**src/rtl/femto_bus_fabric.sv**
```systemverilog
// femto_bus_fabric: page-decoding interconnect between the FemtoRV32 memory port and N slaves,
// with busy forwarding and a watchdog. Define FEMTO_BUS_ERRCAP_EN for error-capture registers.
module femto_bus_fabric #(
    parameter int                     N_SLAVES      = 4,
    parameter int                     PAGE_HI       = 31,
    parameter int                     PAGE_LO       = 16,
    parameter logic [16*N_SLAVES-1:0] BASE_TABLE    = {16'h0043, 16'h0040, 16'h0001, 16'h0000},
    parameter int                     DEFAULT_SLAVE = 0,
    parameter int                     TIMEOUT       = 1024,
    parameter logic [31:0]            ERR_DATA      = 32'hDEADBEEF
) (
    input  logic                      clk,
    input  logic                      resetn,
    input  logic [31:0]               mem_addr,
    input  logic [31:0]               mem_wdata,
    input  logic [3:0]                mem_wmask,
    input  logic                      mem_rstrb,
    output logic [31:0]               mem_rdata,
    output logic                      mem_rbusy,
    output logic                      mem_wbusy,
    output logic [N_SLAVES-1:0]       s_cs,
    output logic [N_SLAVES-1:0]       s_rd,
    output logic [N_SLAVES-1:0]       s_wr,
    input  logic [N_SLAVES-1:0][31:0] s_rdata,
    input  logic [N_SLAVES-1:0]       s_rbusy,
    input  logic [N_SLAVES-1:0]       s_wbusy,
    output logic                      bus_err
);
    localparam int IW = (N_SLAVES > 1) ? $clog2(N_SLAVES) : 1;

    typedef enum logic [1:0] {IDLE, RD_WAIT, WR_WAIT} state_e;

    state_e              state_q, state_d;
    logic [IW-1:0]       sel_q, sel_d;
    logic [IW-1:0]       dec_idx, rd_sel;
    logic [15:0]         page;
    logic [N_SLAVES-1:0] hit;
    logic                cap_hit;
    logic                wr_req;
    logic                slv_busy;
    logic                to;
    logic                unused_ok;

    // Write data goes straight to the slaves outside this block; only the page bits are decoded.
    assign unused_ok = ^{mem_wdata, mem_addr};

    assign page   = 16'(mem_addr[PAGE_HI:PAGE_LO]);
    assign wr_req = |mem_wmask;

    for (genvar i = 0; i < N_SLAVES; i++) begin : g_match
        assign hit[i] = (page == BASE_TABLE[16*i +: 16]);
    end

    // Scan downwards so the lowest matching slot is the last one written.
    always_comb begin
        dec_idx = IW'(DEFAULT_SLAVE);
        for (int i = N_SLAVES - 1; i >= 0; i--) begin
            if (hit[i]) dec_idx = IW'(i);
        end
    end

`ifdef FEMTO_BUS_ERRCAP_EN
    assign cap_hit = (page == 16'h00FF);
`else
    assign cap_hit = 1'b0;
`endif

    assign s_cs = cap_hit ? '0 : (N_SLAVES'(1) << dec_idx);
    assign s_rd = s_cs & {N_SLAVES{mem_rstrb}};
    assign s_wr = s_cs & {N_SLAVES{wr_req}};

    always_comb begin
        slv_busy = 1'b0;
        case (state_q)
            RD_WAIT: slv_busy = s_rbusy[sel_q];
            WR_WAIT: slv_busy = s_wbusy[sel_q];
            default: slv_busy = 1'b0;
        endcase
    end

    always_comb begin
        state_d = state_q;
        sel_d   = sel_q;
        case (state_q)
            IDLE: begin
                sel_d = dec_idx;
                if (!cap_hit) begin
                    if (wr_req)         state_d = WR_WAIT;
                    else if (mem_rstrb) state_d = RD_WAIT;
                end
            end
            RD_WAIT, WR_WAIT: if (!slv_busy || to) state_d = IDLE;
            default: state_d = IDLE;
        endcase
    end

    always_ff @(posedge clk or negedge resetn) begin
        if (!resetn) begin
            state_q <= IDLE;
            sel_q   <= IW'(DEFAULT_SLAVE);
        end else begin
            state_q <= state_d;
            sel_q   <= sel_d;
        end
    end

    if (TIMEOUT > 0) begin : g_wdog
        localparam int            CW   = $clog2(TIMEOUT + 1);
        localparam logic [CW-1:0] LAST = CW'(TIMEOUT - 1);
        localparam logic [CW-1:0] SAT  = CW'(TIMEOUT);
        logic [CW-1:0] cnt_q, cnt_d;

        // Held at zero while idle, so every transaction starts with a fresh budget.
        always_comb begin
            cnt_d = cnt_q;
            if (state_q == IDLE)                 cnt_d = '0;
            else if (slv_busy && cnt_q != SAT)   cnt_d = cnt_q + 1'b1;
        end

        always_ff @(posedge clk or negedge resetn) begin
            if (!resetn) cnt_q <= '0;
            else         cnt_q <= cnt_d;
        end

        assign to = slv_busy && (cnt_q == LAST);
    end else begin : g_no_wdog
        assign to = 1'b0;
    end

    assign mem_rbusy = (state_q == RD_WAIT) && slv_busy && !to;
    assign mem_wbusy = (state_q == WR_WAIT) && slv_busy && !to;
    assign bus_err   = to;

    // Idle reads use the live decode so zero-wait slaves answer in the strobe cycle.
    assign rd_sel = (state_q == IDLE) ? dec_idx : sel_q;

`ifdef FEMTO_BUS_ERRCAP_EN
    logic [31:0] addr_q, addr_d;
    logic [31:0] err_addr_q, err_addr_d;
    logic        err_flag_q, err_flag_d;

    always_comb begin
        addr_d     = (state_q == IDLE) ? mem_addr : addr_q;
        err_addr_d = err_addr_q;
        err_flag_d = err_flag_q;
        if (to) begin
            err_addr_d = addr_q;
            err_flag_d = 1'b1;
        end else if (state_q == IDLE && cap_hit && wr_req) begin
            err_addr_d = '0;
            err_flag_d = 1'b0;
        end
    end

    always_ff @(posedge clk or negedge resetn) begin
        if (!resetn) begin
            addr_q     <= '0;
            err_addr_q <= '0;
            err_flag_q <= 1'b0;
        end else begin
            addr_q     <= addr_d;
            err_addr_q <= err_addr_d;
            err_flag_q <= err_flag_d;
        end
    end

    always_comb begin
        mem_rdata = s_rdata[rd_sel];
        if (to)
            mem_rdata = ERR_DATA;
        else if (state_q == IDLE && cap_hit)
            mem_rdata = mem_addr[2] ? err_addr_q : {31'b0, err_flag_q};
    end
`else
    always_comb begin
        mem_rdata = s_rdata[rd_sel];
        if (to) mem_rdata = ERR_DATA;
    end
`endif

endmodule

```
**config.mk**
```make
export PLATFORM = sky130hd
export DESIGN_NAME = femto_bus_fabric
export DESIGN_NICKNAME = d
export VERILOG_FILES = /design/src/rtl/femto_bus_fabric.sv
export SDC_FILE = /design/constraint.sdc
export NUM_CORES = 1
export LEC_CHECK = 0
export BUFFER_PORTS_ARGS = -buffer_cell sky130_fd_sc_hd__buf_2
export CAP_MARGIN = 20
export CORE_MARGIN = 1
export CORE_UTILIZATION = 35
export CTS_CLUSTER_DIAMETER = 50
export DETAILED_ROUTE_END_ITERATION = 12
export HOLD_SLACK_MARGIN = 0.1
export MAX_ROUTING_LAYER = met4
export PLACE_DENSITY = 0.7
export SLEW_MARGIN = 20
export SYNTH_ARGS = -nofsm -noshare
export SYNTH_HDL_FRONTEND = slang
export SYNTH_SLANG_ARGS = --single-unit
export TNS_END_PERCENT = 1
```
**constraint.sdc**
```tcl
create_clock -name clk -period 3.84 [get_ports clk]
set_input_delay 0.192 -clock clk [delete_from_list [all_inputs] [get_ports clk]]
set_output_delay 0.192 -clock clk [all_outputs]
set_load 0.01 [all_outputs]
```
==> impl_results.md <==
- Setup TNS: 0 ps
- Worst setup EP type: primary output
- Post_cts resized: 0
- Fraction of registers with async set/reset: 100%
- CP max stage cell: ha_2
- Initial Utilization: 36.9%
- Period Utilization, post-route: 84.9%
- Pleak: 2.27 nW
- Post-DP HPWL: about 8500 um
- Root Driver: clkbuf_8
- Synth Area in Compound Gates: 47.7%
- CP Max Fanout: 33
- Primary FF master, synth: dfrtp_1
- Post-synth top area cell: a221o_1
- Deepest clock path buffer count: 2
- Cell Pwr Density: 238 nW/um^2
- Cell Rows: 34
- Antenna violations before repair: 2
- Worst-case vdd ir drop: 0.165 mV
- Critical Path RT: about 3700 ps
- Mapped Avg Cell Area: 7.18 sq um
- Detailed Routing Iterations Pass 1: 5
- Worst setup SP type: register
- Fin. Hold Viols: 0
- CTS Buf Count: 3
- Total of max-cap violations: 0
- Synthesized instance count: around 460
- Outcome: completed
- Via count: 4325
- Final Max Tran Viols: 0
- Synth Net Count: 669
- Fmax: ~300 MHz
- GR Util All Layers: 24.4%
- Clock tree from TritonCTS: built
- Global-route wire length before repair: 19100 um
- Routed len/inst: 16.2 um
- Post-Syn Area: roughly 3300 sq um
- Post-Synth XOR/XNOR Area: 2.67%
- RSZ-0062 raised after global routing: false
- Sequential fraction of the synthesis area: 11.4%
- Post-synth EDFFs: 0
- Syn. warnings: 0
- Setup Viol. Count Final: 0
- Clock transition at path regs: ~60 ps
- Vias in the first global route: 4127
- Top-Level Pins: about 250
- Multiplexer share of the synthesized area: ~1.7%
- Core Footprint: 8890 sq um
- Die ar.: 9770 sq um
- Worst path max stage delay: 420 ps
- Final #Nets: 839
- Share of cells above drive strength 1: roughly two fifths
- Clock Sinks: 15
- Layout area overhead: 31.6%
- Clock Skew: 0.819 ps
- FF+latch count, synth: 15
- Largest family of logic cells by synthesized area: compound AO/OA/AOI/OAI gates
- Worst-Skew Late Latency: between 200 and 250 ps
- Vias per cell: 5.88
- Drc violations: 0
- Worst slew pin tran: 992 ps
- Smallest hold slack: 253 ps
- CP Cell Sequence: inv_1 > ha_2 > inv_1 > nand2_1 > o21a_1 > inv_1 > and2_1 > a221o_1 > buf_2
- Critical path type: register to primary output
- Critical Path AT: 3070 ps
- Gr ovfl total: 0
- Largest net degree at the start of global routing: 49
- Tightest Hold Check Type: input port to register
- Global placement routability congestion: about 0.83
- PortBufs: between 200 and 250
- DRT iter0 DRCs: 172
- Unique cell type count in the Yosys netlist: 43
- Synth Area in Adders: 1.91%
- Rel. slew slack: between 30% and 40%
- Synth area leaders: a221o_1, dfrtp_1, a21oi_1
- Most frequent CP cell: inv_1
- # fillers: 886
- Simple-gate share of the synthesized area: 22.9%
- Post-route minimum period: 3260 ps
- DRT antenna net count: 0
- Share of the synthesized area in the top cell type: between 10 and 15%
- WL final: 11900 um
- Multi-input gate area: about 2500 sq um
- Die Width: 98.8 um
- H-tree depth: 1
- Sequential cell area: between 300 and 400 sq um
- Die height: 98.8 um
[path summary, 6_finish.rpt]
check | end | slack, ps | start | cells after the start
min reg2reg | g_wdog.cnt_q[6] | 580 | g_wdog.cnt_q[6] | 2
max | mem_rdata[13] | 580 | state_q[1] | 9
max reg2reg | sel_q[0] | 1440 | state_q[0] | 6
min in group asynchronous | g_wdog.cnt_q[2] | 380 | resetn | 2
min | state_q[0] | 250 | mem_rstrb | 3
max in group asynchronous | g_wdog.cnt_q[8] | 3220 | resetn | 2
[layout by cell type, fill, tap and decap left out, drive strengths merged]
cell / count
a211oi: 8
a21oi: 59
nand4: 10
and3: 6
or3: 2
nor2: 55
diode: 2
a221o: 48
and2: 31
and4: 1
o31ai: 1
a31o: 25
a22o: 1
ha: 5
o311ai: 1
or4: 1
mux4: 2
dfrtp: 15
dlygate4sd3: 1
o2111ai: 8
xor2: 7
a311oi: 8
a41o: 1
nor2b: 4
nand3: 7
clkbuf: 4
mux2i: 1
nor3: 6
a21o: 24
nor4: 6
o21ai: 20
xnor2: 3
nand2: 7
or3b: 1
buf: 212
inv: 33
a2bb2oi: 1
o21a: 1
[critical path, delay by kind of cell, from the launching register on]
kind | cells | cell delay [ps]
AND/OR/NAND/NOR | 2 | 500
buffers and inverters | 4 | 1060
adder cells (fa/ha/maj) | 1 | 420
AO/OA/AOI/OAI | 2 | 450
flip-flops | 1 | 380
[per-stage QoR]
stage | area, sq um | total power, mW | cells | util, % | setup WS (ps)
2_1_floorplan | 3280 | 0.682 | 457 | - | 1530
3_3_place_gp | 4250 | 0.881 | 729 | 47.8 | 887
3_5_place_dp | 4250 | 0.900 | 729 | 47.8 | 805
4_1_cts | 4310 | 1.03 | 734 | 48.4 | 539
5_1_grt | 4320 | 1.12 | 736 | 48.6 | 242
6_report | 4320 | 1.03 | 736 | 48.6 | 581
[final cells by class]
class / count / share of cell area (%)
Clock buffer: 4 / 1.04
Antenna cell: 2 / 0.116
Inverter: 33 / 2.87
Multi-Input combinational cell: 361 / 59.0
Timing Repair Buffer: 213 / 25.2
Sequential cell: 15 / 8.69
Tap cell: 108 / 3.13
[metal layers]
| metal | global-route usage [%] | up-vias | routed length, um |
|---|---|---|---|
| li1 | - | 2085 | - |
| met1 | 28.5 | 2024 | 4980 |
| met2 | 44.3 | 203 | 6010 |
| met3 | 2.55 | 13 | 747 |
| met4 | 6.54 | 0 | 166 |
| met5 | - | - | 0 |
[cells in the mapped netlist (10+ instances only)]
| cell type | number |
|---|---|
| nor2_1 | 55 |
| dfrtp_1 | 15 |
| a221o_1 | 48 |
| and2_1 | 31 |
| a31o_2 | 25 |
| a21o_1 | 24 |
| o21ai_0 | 19 |
| nand4_1 | 10 |
| buf_2 | 16 |
| clkbuf_1 | 24 |
| a21oi_1 | 59 |
| inv_1 | 33 |
[logic make-up (layout without fill, tap and decap cells)]
| logic type | after synthesis | in the layout |
|---|---|---|
| other | 0 | 2 |
| and+or+nand+nor | 137 | 137 |
| AOI/OAI and AO/OA | 206 | 206 |
| muxes | 3 | 3 |
| buffers and inverters | 81 | 250 |
| adders and majority gates | 5 | 5 |
| DFF | 15 | 15 |
| xor gates and xnor gates | 10 | 10 |
[sequential cells by signal, summed over array words and instances, names as in the netlist]
| signal | cells |
|---|---|
| g_wdog.cnt_q | 11 |
| sel_q | 2 |
| state_q | 2 |
[report_power, final]
group / switching [mW] / internal [mW] / total [mW]
clock network: 0.0519 / 0.0734 / 0.125
logic: 0.429 / 0.290 / 0.719
registers: 0.00920 / 0.173 / 0.182
total: 0.490 / 0.536 / 1.03
[timing repair]
| item | in CTS | in global routing |
|---|---|---|
| hold buffers | 1 | 0 |
| setup buffers | 0 | 0 |
| endpoints found under the hold margin | 15 | 0 |
Note: power is estimated with default switching activity, not from simulation.
